--- config.mk ---
export PLATFORM = sky130hd
export DESIGN_NAME = trap_ctrl
export DESIGN_NICKNAME = d
export VERILOG_FILES = /design/src/rtl/trap_ctrl.sv
export SDC_FILE = /design/constraint.sdc
export NUM_CORES = 1
export LEC_CHECK = 0
export CAP_MARGIN = 15
export CORE_AREA = 5 5 203 205
export CTS_BUF_LIST = sky130_fd_sc_hd__clkbuf_8
export DETAILED_ROUTE_END_ITERATION = 12
export DIE_AREA = 0 0 208 210
export PLACE_DENSITY_LB_ADDON = 0.1
export SLEW_MARGIN = 25
export SYNTH_ARGS = -nofsm -noshare
export SYNTH_HDL_FRONTEND = slang
export SYNTH_SLANG_ARGS = --single-unit
--- constraint.sdc ---
create_clock -name clk -period 3.4 [get_ports clk]
set_input_delay 0.34 -clock clk [delete_from_list [all_inputs] [get_ports clk]]
set_output_delay 0.34 -clock clk [all_outputs]
set_load 0.02 [all_outputs]
--- src/rtl/trap_ctrl.sv ---
// Commit-end trap initiator: catches exceptions, interrupts and mret at retirement,
// waits for memory to drain, commits to the CSR file, then redirects fetch.
module trap_ctrl (
  input  logic        clk,
  input  logic        reset,
  input  logic        cm_valid,
  input  logic [63:0] cm_pc,
  input  logic [5:0]  cm_exc,
  input  logic [63:0] cm_tval,
  input  logic        cm_mret,
  input  logic [2:0]  irq_pending,
  input  logic        mstatus_mie,
  input  logic [63:0] mtvec,
  input  logic [63:0] mepc,
  input  logic        mem_busy,
  output logic        trap_valid,
  output logic [63:0] trap_cause,
  output logic [63:0] trap_epc,
  output logic [63:0] trap_tval,
  output logic        mret_valid,
  output logic        stall,
  output logic        flush,
  output logic        redirect_valid,
  output logic [63:0] redirect_pc
);

  localparam logic [1:0] IDLE     = 2'd0;
  localparam logic [1:0] DRAIN    = 2'd1;
  localparam logic [1:0] COMMIT   = 2'd2;
  localparam logic [1:0] REDIRECT = 2'd3;

  logic [1:0]  state_reg, state_next;
  logic        mret_kind_reg;
  logic [63:0] cause_reg, epc_reg, tval_reg;

  logic        irq_take, exc_take, event_hit;
  logic [63:0] ev_cause, ev_tval;

  assign irq_take  = mstatus_mie && (irq_pending != 3'b000);
  assign exc_take  = (cm_exc != 6'b000000);
  assign event_hit = cm_valid && (irq_take || exc_take || cm_mret);

  // Interrupts outrank exceptions; within each group the first matching entry wins.
  always_comb begin
    ev_cause = 64'd0;
    ev_tval  = 64'd0;
    if (irq_take) begin
      if (irq_pending[2])      ev_cause = {1'b1, 63'd11};
      else if (irq_pending[0]) ev_cause = {1'b1, 63'd3};
      else                     ev_cause = {1'b1, 63'd7};
    end else if (cm_exc[0]) begin
      ev_cause = 64'd0;
      ev_tval  = cm_tval;
    end else if (cm_exc[1]) begin
      ev_cause = 64'd2;
      ev_tval  = cm_tval;
    end else if (cm_exc[2]) begin
      ev_cause = 64'd3;
      ev_tval  = cm_pc;
    end else if (cm_exc[3]) begin
      ev_cause = 64'd11;
    end else if (cm_exc[4]) begin
      ev_cause = 64'd4;
      ev_tval  = cm_tval;
    end else if (cm_exc[5]) begin
      ev_cause = 64'd6;
      ev_tval  = cm_tval;
    end
  end

  always_comb begin
    state_next = state_reg;
    case (state_reg)
      IDLE:     if (event_hit) state_next = DRAIN;
      DRAIN:    if (!mem_busy) state_next = COMMIT;
      COMMIT:   state_next = REDIRECT;
      REDIRECT: state_next = IDLE;
      default:  state_next = IDLE;
    endcase
  end

  always_ff @(posedge clk) begin
    if (reset) begin
      state_reg     <= IDLE;
      mret_kind_reg <= 1'b0;
      cause_reg     <= 64'd0;
      epc_reg       <= 64'd0;
      tval_reg      <= 64'd0;
    end else begin
      state_reg <= state_next;
      if (state_reg == IDLE && event_hit) begin
        mret_kind_reg <= !(irq_take || exc_take);
        cause_reg     <= ev_cause;
        epc_reg       <= cm_pc;
        tval_reg      <= ev_tval;
      end
    end
  end

  logic [63:0] vector_off, trap_target, mret_target;

  // mtvec/mepc are read live in REDIRECT so a CSR write made during COMMIT is honoured.
  assign vector_off  = {56'd0, cause_reg[5:0], 2'b00};
  assign trap_target = {mtvec[63:2], 2'b00} +
                       ((mtvec[1:0] == 2'b01 && cause_reg[63]) ? vector_off : 64'd0);
  assign mret_target = {mepc[63:1], 1'b0};

  assign stall          = (state_reg != IDLE);
  assign flush          = (state_reg != IDLE);
  assign trap_valid     = (state_reg == COMMIT) && !mret_kind_reg;
  assign mret_valid     = (state_reg == COMMIT) && mret_kind_reg;
  assign redirect_valid = (state_reg == REDIRECT);
  assign trap_cause     = trap_valid ? cause_reg : 64'd0;
  assign trap_epc       = trap_valid ? epc_reg   : 64'd0;
  assign trap_tval      = trap_valid ? tval_reg  : 64'd0;
  assign redirect_pc    = redirect_valid ? (mret_kind_reg ? mret_target : trap_target) : 64'd0;

endmodule
== Word-level counts from Yosys, hierarchy flattened ==
Index checks and enable logic that the tools add are counted.

* Output and inout bits: 261
* Input bits: 271
* Logic and storage cells: 52
* Register bits: 195

* Reduce and logical (&&, ||, !) cells: 15
* Multiplexer cells: 25
* $add $sub $neg: 1
* Equality and inequality tests: 6

{| class="wikitable"
|+ Operators by type and width
! operator !! number
|-
| 64-bit 2-to-1 mux || 13
|-
| 64-bit by 8-bit adder with 64-bit output || 1
|-
| 4-bit 2-to-1 mux || 5
|-
| 3-bit 2-to-1 mux || 3
|-
| 8-bit 2-to-1 mux || 1
|-
| 2-bit one-hot mux with 4 select lines || 1
|-
| 1-bit logical AND || 6
|-
| 6-bit nonzero test || 1
|-
| 2-bit by 1-bit equality test with 1-bit output (second input constant) || 2
|-
| 2-bit equality test (second input constant) || 2
|-
| 2-bit 2-to-1 mux || 2
|-
| 2-bit != test (second input constant) || 2
|-
| 3-bit nonzero test || 1
|-
| 1-bit zero test || 2
|-
| 2-bit zero test || 1
|-
| 1-bit logical OR || 2
|-
| 2-bit AND reduction || 1
|-
| 2-bit nonzero test || 1
|}

== Longest topological paths before layout ==
Gate-level depths: netlist of run 1.

* Word-level depth: 7
* Mapped depth: 12
* Depth with buffers taken out: 10

== Worst setup path after synthesis of run 1 ==
OpenSTA, ideal clock, no wires.

* Kind: input port to output port
* Start point: input port mtvec[0]
* End point: output port redirect_pc[54]
* Arrival: 2794 ps
* Buffers on the path: 2
* Slack: 266 ps
* Stages on the path: 12
* Path through: nand2_1 -> nor2_1 -> and2_1 -> ha_1 -> fa_1 -> nand3_1 -> nand2_1 -> nand3_1 -> clkbuf_1 -> clkbuf_1 -> nor2_1 -> a311oi_1

* Longest elaborated chain between the ends: 6

{| class="wikitable"
|+ RTL lines
! element !! line !! RTL
|-
| start, declared || 13 || <nowiki>input logic [63:0] mtvec,</nowiki>
|-
| 2-bit by 1-bit equality test with 1-bit output || 105 || <nowiki>((mtvec[1:0] == 2'b01 && cause_reg[63]) ? vector_off : 64'd0);</nowiki>
|-
| 1-bit logical AND || 105 ||
|-
| 8-bit 2-to-1 mux || 105 ||
|-
| 64-bit by 8-bit adder with 64-bit output || 104 || <nowiki>assign trap_target = {mtvec[63:2], 2'b00} +</nowiki>
|-
| 64-bit 2-to-1 mux (2 in series) || 116 || <nowiki>assign redirect_pc = redirect_valid ? (mret_kind_reg ? mret_target : trap_target) : 64'd0;</nowiki>
|-
| end, declared || 24 || <nowiki>output logic [63:0] redirect_pc</nowiki>
|}

No other way between the ends.

== Final worst setup path of run 1 ==
* Start point: input port mtvec[17]
* End point: output port redirect_pc[39]

* Longest elaborated chain between the ends: 3

{| class="wikitable"
|+ RTL lines
! element !! line
|-
| 64-bit by 8-bit adder with 64-bit output || 104
|-
| 64-bit 2-to-1 mux (2 in series) || 116
|}

No other way between the ends.

==> summary.md, run 1 <==
| Metric | Value |
|---|---|
| Critical-path top delay cell | `or4_4` |
| Number of warnings printed during yosys synthesis | `0` |
| Final worst path period share | `97.10%` |
| CTS sink cnt | `136` |
| Proportion of synthesized chip area in sequential cells | `29.98%` |
| Root cell of the clock tree | `clkbuf_8` |
| Post-layout worst setup margin | `0.09851 ns` |
| Later-pin clock latency in the skew report | `0.46 ns` |
| Simple-Gate Fraction of Synth Area | `30.45%` |
| RSZ-0062 raised after global routing | `true` |
| Instance count along the most critical hold path | `2` |
| Register cell area after layout | `2725 um2` |
| Full die area | `43680 um2` |
| Cell Rows | `73` |
| Clk buf depth | `2` |
| Post-route minimum period | `3.301 ns` |
| Synth async-reset ratio | `0%` |
| Dominant cell type by count on the critical path | `buf_6` |
| Most common cell after layout, fill and taps aside | `clkdlybuf4s50_1` |
| Core box area | `39280 um2` |
| PwrDens | `358.2 nW/um2` |
| Final hold viol count | `0` |
| 1st-pass router iterations | `5` |
| Post-Synthesis Cells | `1190` |
| Aggregate global routing overflow | `0` |
| Post-Place Worst Slack | `-0.6793 ns` |
| Slew @ Worst Pin | `0.7991 ns` |
| PortBufs | `470` |
| Top FF cell, synth | `dfxtp_1` |
| Number of nets still failing antenna checks after routing | `0` |
| Initial antenna violation count | `6` |
| Avg WL per Cell | `20.52 um` |
| Growth of design area from synthesis to finish | `67.60%` |
| Type of element capturing the critical path | `primary output` |
| Post-synthesis xor/xnor area fraction | `2.508%` |
| Largest net degree at the start of global routing | `68` |
| IO Count | `532` |
| Final design instance area without fill | `15220 um2` |
| Worst Path Class, Setup | `primary input to primary output` |
| DRC violations left | `0` |
| Floorplan die width | `208 um` |
| Count of unique library cells instantiated by Yosys | `69` |
| Fraction of final layout cells sized beyond drive strength 1 | `14.43%` |
| Required time at the worst-slack endpoint | `3.06 ns` |
| Total Nets Final | `1974` |
| Crit start category | `primary input` |
| Class of the worst hold path | `register to register` |
| Ratio of routed vias to standard cells | `4.766` |
| Initial drt markers | `730` |
| Syn Area/Cell | `7.630 um2` |
| Arrival time at the worst endpoint | `2.96 ns` |
| Global-route wire length before repair | `68490 um` |
| Series of cell instances along the critical path | `clkdlybuf4s50_1 -> nand3_2 -> or4_4 -> or3_4 -> buf_6 -> o31a_2 -> o311a_1 -> buf_6` |
| Total clock buffers created by CTS | `17` |
| Most frequent cells in the layout | `410 x clkdlybuf4s50_1, 159 x nand2_1, 139 x and2_1, 134 x dfxtp_1, 112 x buf_4` |
| Number of violations of the max-capacitance limit | `0` |
| Setup total negative slack | `0 ns` |
| Area of placed instances | `14800 um2` |
| Count of vias placed by the detailed router | `10640` |
| Vertical die dimension | `210 um` |
| Result of the run | `complete, no violations` |
| Combinational family with the most area after synthesis | `simple AND/OR/NAND/NOR gates` |
| Slowest stage delay, CP | `0.58 ns` |
| Via count of the first global-routing pass | `10790` |
| Slew margin rel. | `46.73%` |
| Max VDD drop | `0.2344 mV` |
| Final Max Tran Viols | `0` |
| Final RePlAce weighted congestion | `0.8119` |
| Lkg Pwr | `5.824 nW` |
| Number of enable-type register cells in the synthesized netlist | `0` |
| Maximum level of the CTS H-tree | `4` |
| Initial standard-cell utilization of the core | `23.12%` |
| Fraction of synthesized area in multiplexers | `0.4410%` |
| Final WL | `45800 um` |
| Area used by multi-input combinational logic | `5891 um2` |
| Post-synthesis instance area | `9080 um2` |
| Synthesized-area fraction occupied by ao, oa, aoi and oai cells | `25.11%` |
| Max Fclk | `0.3029 GHz` |
| Worst hold margin | `0.4508 ns` |
| Number of cells on the worst reg-to-reg path | `6` |
| Number of inserted filler cells in the final layout | `4169` |
| Synth Area in Adders | `1.461%` |
| Flops & latches, synth | `136` |
| Reg clk slew, reported paths | `0.08 ns` |
| Final HPWL from detailed placement | `34460 um` |
| TritonCTS clock tree | `done` |
| Setup-violating endpoint count in the final report | `0` |
| Global-route total usage across every layer | `19.84%` |
| Worst Clk Skew | `0.01056 ns` |
| Critical Path Fanout Max | `8` |
[per-stage QoR]
stage	total power [W]	std cells	utilization (%)
3_5_place_dp	0.004105	2198	37.69
6_report	0.005450	2232	38.75
2_1_floorplan	0.003054	1249	-
3_3_place_gp	0.004099	2198	37.69
5_1_grt	0.005791	2232	38.75
4_1_cts	0.005542	2228	38.59
[cell families (layout without fill, tap and decap cells)]
group                    Yosys count  count (layout)
flip-flops                       136             136
buffers and inverters            168             624
XOR/XNOR                          26              26
multiplexers                       4               4
AO/OA/AOI/OAI                    329             329
AND/OR/NAND/NOR                  516             516
adder cells (fa/ha/maj)           10              10
other                              1              62
[worst max-delay path, delay by kind of cell]
family          cells  cell delay, ns
compound gates      2            0.61
simple gates        3            1.20
buf+inv             3            0.80
[final timing paths]
kind | from | end | slack (ns)
worst max-delay path | mtvec[17] | redirect_pc[39] | 0.1
worst min-delay path | epc_reg[28]$_SDFFE_PP0P_ | epc_reg[28]$_SDFFE_PP0P_ | 0.45
worst max register to register | state_reg[0]$_SDFFE_PP0P_ | tval_reg[26]$_SDFFE_PP0P_ | 1.54
worst min register to register | epc_reg[28]$_SDFFE_PP0P_ | epc_reg[28]$_SDFFE_PP0P_ | 0.45
[cell usage after synthesis, drive strengths merged (10+ instances only)]
library cell | n | share of area, %
nor2 | 35 | 1.5
a22oi | 64 | 5.3
nor3 | 25 | 1.4
a31oi | 10 | 0.69
dfxtp | 136 | 30
nor2b | 13 | 0.90
buf | 82 | 6.2
and2 | 145 | 10
nand4 | 30 | 2.2
and3 | 14 | 0.98
nand2b | 14 | 0.96
nand3 | 24 | 1.3
o211a | 10 | 1.1
xnor2 | 22 | 2.1
or4 | 11 | 0.96
o2bb2ai | 64 | 6.2
a21oi | 84 | 4.7
a311oi | 15 | 1.4
nand2 | 161 | 6.7
nor4 | 12 | 0.83
o21ai | 47 | 2.6
clkbuf | 74 | 3.2
[layer usage]
layer	vias up	global-route usage, %	wire length (um)
met5	-	0	47
met4	6	4.394	559
met3	33	6.816	3902
met2	411	33.56	21910
met1	5031	24.61	19380
li1	5156	-	-
[cell type report]
type	count	area share [%]
inverter	10	0.2467
tap	525	4.316
clock inverter	11	0.8551
clock buffer	20	1.809
antenna	2	0.03289
sequential	136	17.91
multi-input combinational	945	38.71
timing repair buffer	583	36.13
[power breakdown]
group	switching (W)	internal, W	leakage, nW
registers	0.000110	0.00182	1.11
logic	0.00120	0.000894	4.50
clock network	0.000661	0.000768	0.217
total	0.00197	0.00348	5.82
[what timing repair did]
action | CTS | global route
setup endpoints to repair | 60 | 57
resized for setup | 201 | 62
hold buffers | 0 | 0
hold endpoints to repair | 0 | 0
pin swaps | 6 | 9
setup buffers | 0 | 2
No activity file was read; power rests on OpenSTA's default activity.
==> run 2: changes to the inputs <==
--- a/config.mk
+++ b/config.mk
@@ -12,3 +12,3 @@
 export DIE_AREA = 0 0 208 210
-export PLACE_DENSITY_LB_ADDON = 0.1
+export PLACE_DENSITY_LB_ADDON = 0.08
 export SLEW_MARGIN = 25
--- a/constraint.sdc
+++ b/constraint.sdc
@@ -3,2 +3,2 @@
 set_output_delay 0.34 -clock clk [all_outputs]
-set_load 0.02 [all_outputs]
+set_load 0.05 [all_outputs]
==> summary.md, run 2 (synthesis results as in run 1) <==
| Metric | Value |
|---|---|
| Sum of met2 wire segment lengths after detailed routing | `22170 um (was 21910 um)` |
| Instance count along the most critical hold path | `2 (unchanged)` |
| Final worst path period share | `97.39% (was 97.10%)` |
| End of the worst register-to-register path | `tval_reg[14]$_SDFFE_PP0P_ (was tval_reg[26]$_SDFFE_PP0P_)` |
| Post-CTS Hold Buffers | `0 (unchanged)` |
| Initial drt markers | `502 (was 730)` |
| Number of cells on the worst reg-to-reg path | `7 (was 6)` |
| Required time at the worst-slack endpoint | `3.06 ns (about the same)` |
| IO Count | `532 (unchanged)` |
| Floorplan die width | `208 um (unchanged)` |
| Arrival time at the worst endpoint | `2.97 ns (was 2.96 ns)` |
| Max VDD drop | `0.2022 mV (was 0.2344 mV)` |
| Total Nets Final | `1938 (was 1974)` |
| Number of inserted filler cells in the final layout | `4103 (was 4169)` |
| Type of element capturing the critical path | `primary output (unchanged)` |
| Critical Path Fanout Max | `8 (unchanged)` |
| Largest net degree at the start of global routing | `65 (was 68)` |
| Final WL | `45680 um (was 45800 um)` |
| Setup slack of the worst register-to-register path | `1.37 ns (was 1.54 ns)` |
| Detailed-routed wire length on met3 | `3797 um (was 3902 um)` |
| Worst Clk Skew | `0.009253 ns (was 0.01056 ns)` |
| Final design instance area without fill | `15620 um2 (was 15220 um2)` |
| Area used by multi-input combinational logic | `5966 um2 (was 5891 um2)` |
| Final HPWL from detailed placement | `34920 um (was 34460 um)` |
| Fin util | `39.78% (was 38.75%)` |
| Crit start category | `primary input (unchanged)` |
| Number of violations of the max-capacitance limit | `0 (unchanged)` |
| Slew @ Worst Pin | `0.7319 ns (was 0.7991 ns)` |
| Via count of the first global-routing pass | `10410 (was 10790)` |
| Post-route minimum period | `3.311 ns (was 3.301 ns)` |
| Critical register-to-register path startpoint | `state_reg[0]$_SDFFE_PP0P_ (unchanged)` |
| RSZ-0062 raised after global routing | `true (unchanged)` |
| Uppermost layer routed | `met5 (unchanged)` |
| Avg WL per Cell | `20.80 um (was 20.52 um)` |
| Cell Rows | `73 (unchanged)` |
| Post-Place Worst Slack | `-0.1312 ns (was -0.6793 ns)` |
| Slew margin rel. | `51.20% (was 46.73%)` |
| Post-route met1 wirelength | `19050 um (was 19380 um)` |
| Most common cell after layout, fill and taps aside | `clkdlybuf4s50_1 (unchanged)` |
| 1st-pass router iterations | `4 (was 5)` |
| Number of nets still failing antenna checks after routing | `0 (unchanged)` |
| Later-pin clock latency in the skew report | `0.45 ns (was 0.46 ns)` |
| Growth of design area from synthesis to finish | `72.07% (was 67.60%)` |
| Clk buf depth | `2 (unchanged)` |
| Count of vias placed by the detailed router | `10430 (was 10640)` |
| Post-layout worst setup margin | `0.08880 ns (was 0.09851 ns)` |
| Final Instance Count excl. Fillers | `2196 (was 2232)` |
| Ratio of routed vias to standard cells | `4.749 (was 4.766)` |
| Fraction of final layout cells sized beyond drive strength 1 | `15.58% (was 14.43%)` |
| Final Max Tran Viols | `0 (unchanged)` |
| Max Fclk | `0.3020 GHz (was 0.3029 GHz)` |
| Total clock buffers created by CTS | `17 (unchanged)` |
| PortBufs | `470 (unchanged)` |
| Result of the run | `complete, no violations (unchanged)` |
| Aggregate global routing overflow | `0 (unchanged)` |
| Lkg Pwr | `5.877 nW (was 5.824 nW)` |
| Class of the worst hold path | `primary input to register (was register to register)` |
| TritonCTS clock tree | `done (unchanged)` |
| Initial antenna violation count | `7 (was 6)` |
| Initial standard-cell utilization of the core | `23.12% (unchanged)` |
| Most frequent cells in the layout | `373 x clkdlybuf4s50_1, 159 x nand2_1, 141 x and2_1, 134 x dfxtp_1, 103 x buf_4 (was 410 x clkdlybuf4s50_1, 159 x nand2_1, 139 x and2_1, 134 x dfxtp_1, 112 x buf_4)` |
| Final hold viol count | `0 (unchanged)` |
| Root cell of the clock tree | `clkbuf_8 (unchanged)` |
| Cells after DPL | `2158 (was 2198)` |
| Global-route total usage across every layer | `19.75% (was 19.84%)` |
| Area of placed instances | `15050 um2 (was 14800 um2)` |
| Vertical die dimension | `210 um (unchanged)` |
| CP Capture Point | `redirect_pc[63] (was redirect_pc[39])` |
| Setup-violating endpoint count in the final report | `0 (unchanged)` |
| PwrDens | `375.2 nW/um2 (was 358.2 nW/um2)` |
| Full die area | `43680 um2 (unchanged)` |
| Global-route wire length before repair | `67590 um (was 68490 um)` |
| CTS sink cnt | `136 (unchanged)` |
| DRC violations left | `0 (unchanged)` |
| Final RePlAce weighted congestion | `0.8458 (was 0.8119)` |
| Worst Path Class, Setup | `primary input to primary output (unchanged)` |
| Reg clk slew, reported paths | `0.07 ns (was 0.08 ns)` |
| Maximum level of the CTS H-tree | `4 (unchanged)` |
| Worst hold margin | `0.3726 ns (was 0.4508 ns)` |
| Register cell area after layout | `2728 um2 (was 2725 um2)` |
| Launch point of the critical path | `mtvec[0] (was mtvec[17])` |
| Core box area | `39280 um2 (unchanged)` |
[run 2: worst max-delay path, cell delays in order]
cell and delay, ns:
clkdlybuf4s50_1 0.44, nand2_4 0.10, nor2_4 0.04, and2_1 0.16, ha_1 0.29, o21a_1 0.17, a21oi_4 0.08, or3_4 0.38
or4_4 0.53, a31oi_2 0.16, buf_4 0.15, buf_12 0.12
[run 2: area by class of cell]
| cell class | count | area share [%] |
|---|---|---|
| antenna | 2 | 0.03203 |
| multi-input combinational | 945 | 38.18 |
| tap | 525 | 4.204 |
| clock inverter | 10 | 0.5125 |
| timing repair buffer | 547 | 37.52 |
| sequential | 136 | 17.46 |
| inverter | 10 | 0.2403 |
| clock buffer | 21 | 1.850 |
[run 2: timing repair]
| item | 4_1_cts | 5_1_grt |
|---|---|---|
| pin swaps | 8 | 6 |
| gates resized for setup | 13 | 24 |
| setup buffers | 0 | 5 |
| setup endpoints to repair | 39 | 32 |
[run 2: power by group]
group / internal [W] / leakage [nW] / switching (W)
Sequential: 0.00182 / 1.11 / 0.000110
Clock: 0.000641 / 0.197 / 0.000650
Combinational: 0.00102 / 4.57 / 0.00162
Total: 0.00348 / 5.88 / 0.00238
[run 2: routing by layer]
layer  vias to the layer above  track usage (%)
met2                       380            33.84
met3                        36            7.367
met1                      4907            23.95
li1                       5093                -
met5                         -                0
met4                        12            4.009
[run 2: how the worst min path moves through the flow]
stage / startpoint / to / slack [ns]
floorplan: tval_reg[0]$_SDFFE_PP0P_ / tval_reg[0]$_SDFFE_PP0P_ / 0.42
global placement: tval_reg[51]$_SDFFE_PP0P_ / tval_reg[51]$_SDFFE_PP0P_ / 0.44
detailed placement: tval_reg[49]$_SDFFE_PP0P_ / tval_reg[49]$_SDFFE_PP0P_ / 0.44
CTS: reset / state_reg[1]$_SDFFE_PP0P_ / 0.32
global route: reset / mret_kind_reg$_SDFFE_PP0P_ / 0.36
finish: reset / state_reg[1]$_SDFFE_PP0P_ / 0.37
[run 2: metrics by stage]
step | power [W] | setup TNS [ns]
2_1_floorplan | 0.003459 | 0
3_3_place_gp | 0.004614 | -0.9665
3_5_place_dp | 0.004623 | -1.371
4_1_cts | 0.005951 | -0.01260
5_1_grt | 0.006221 | -0.06558
6_report | 0.005862 | 0
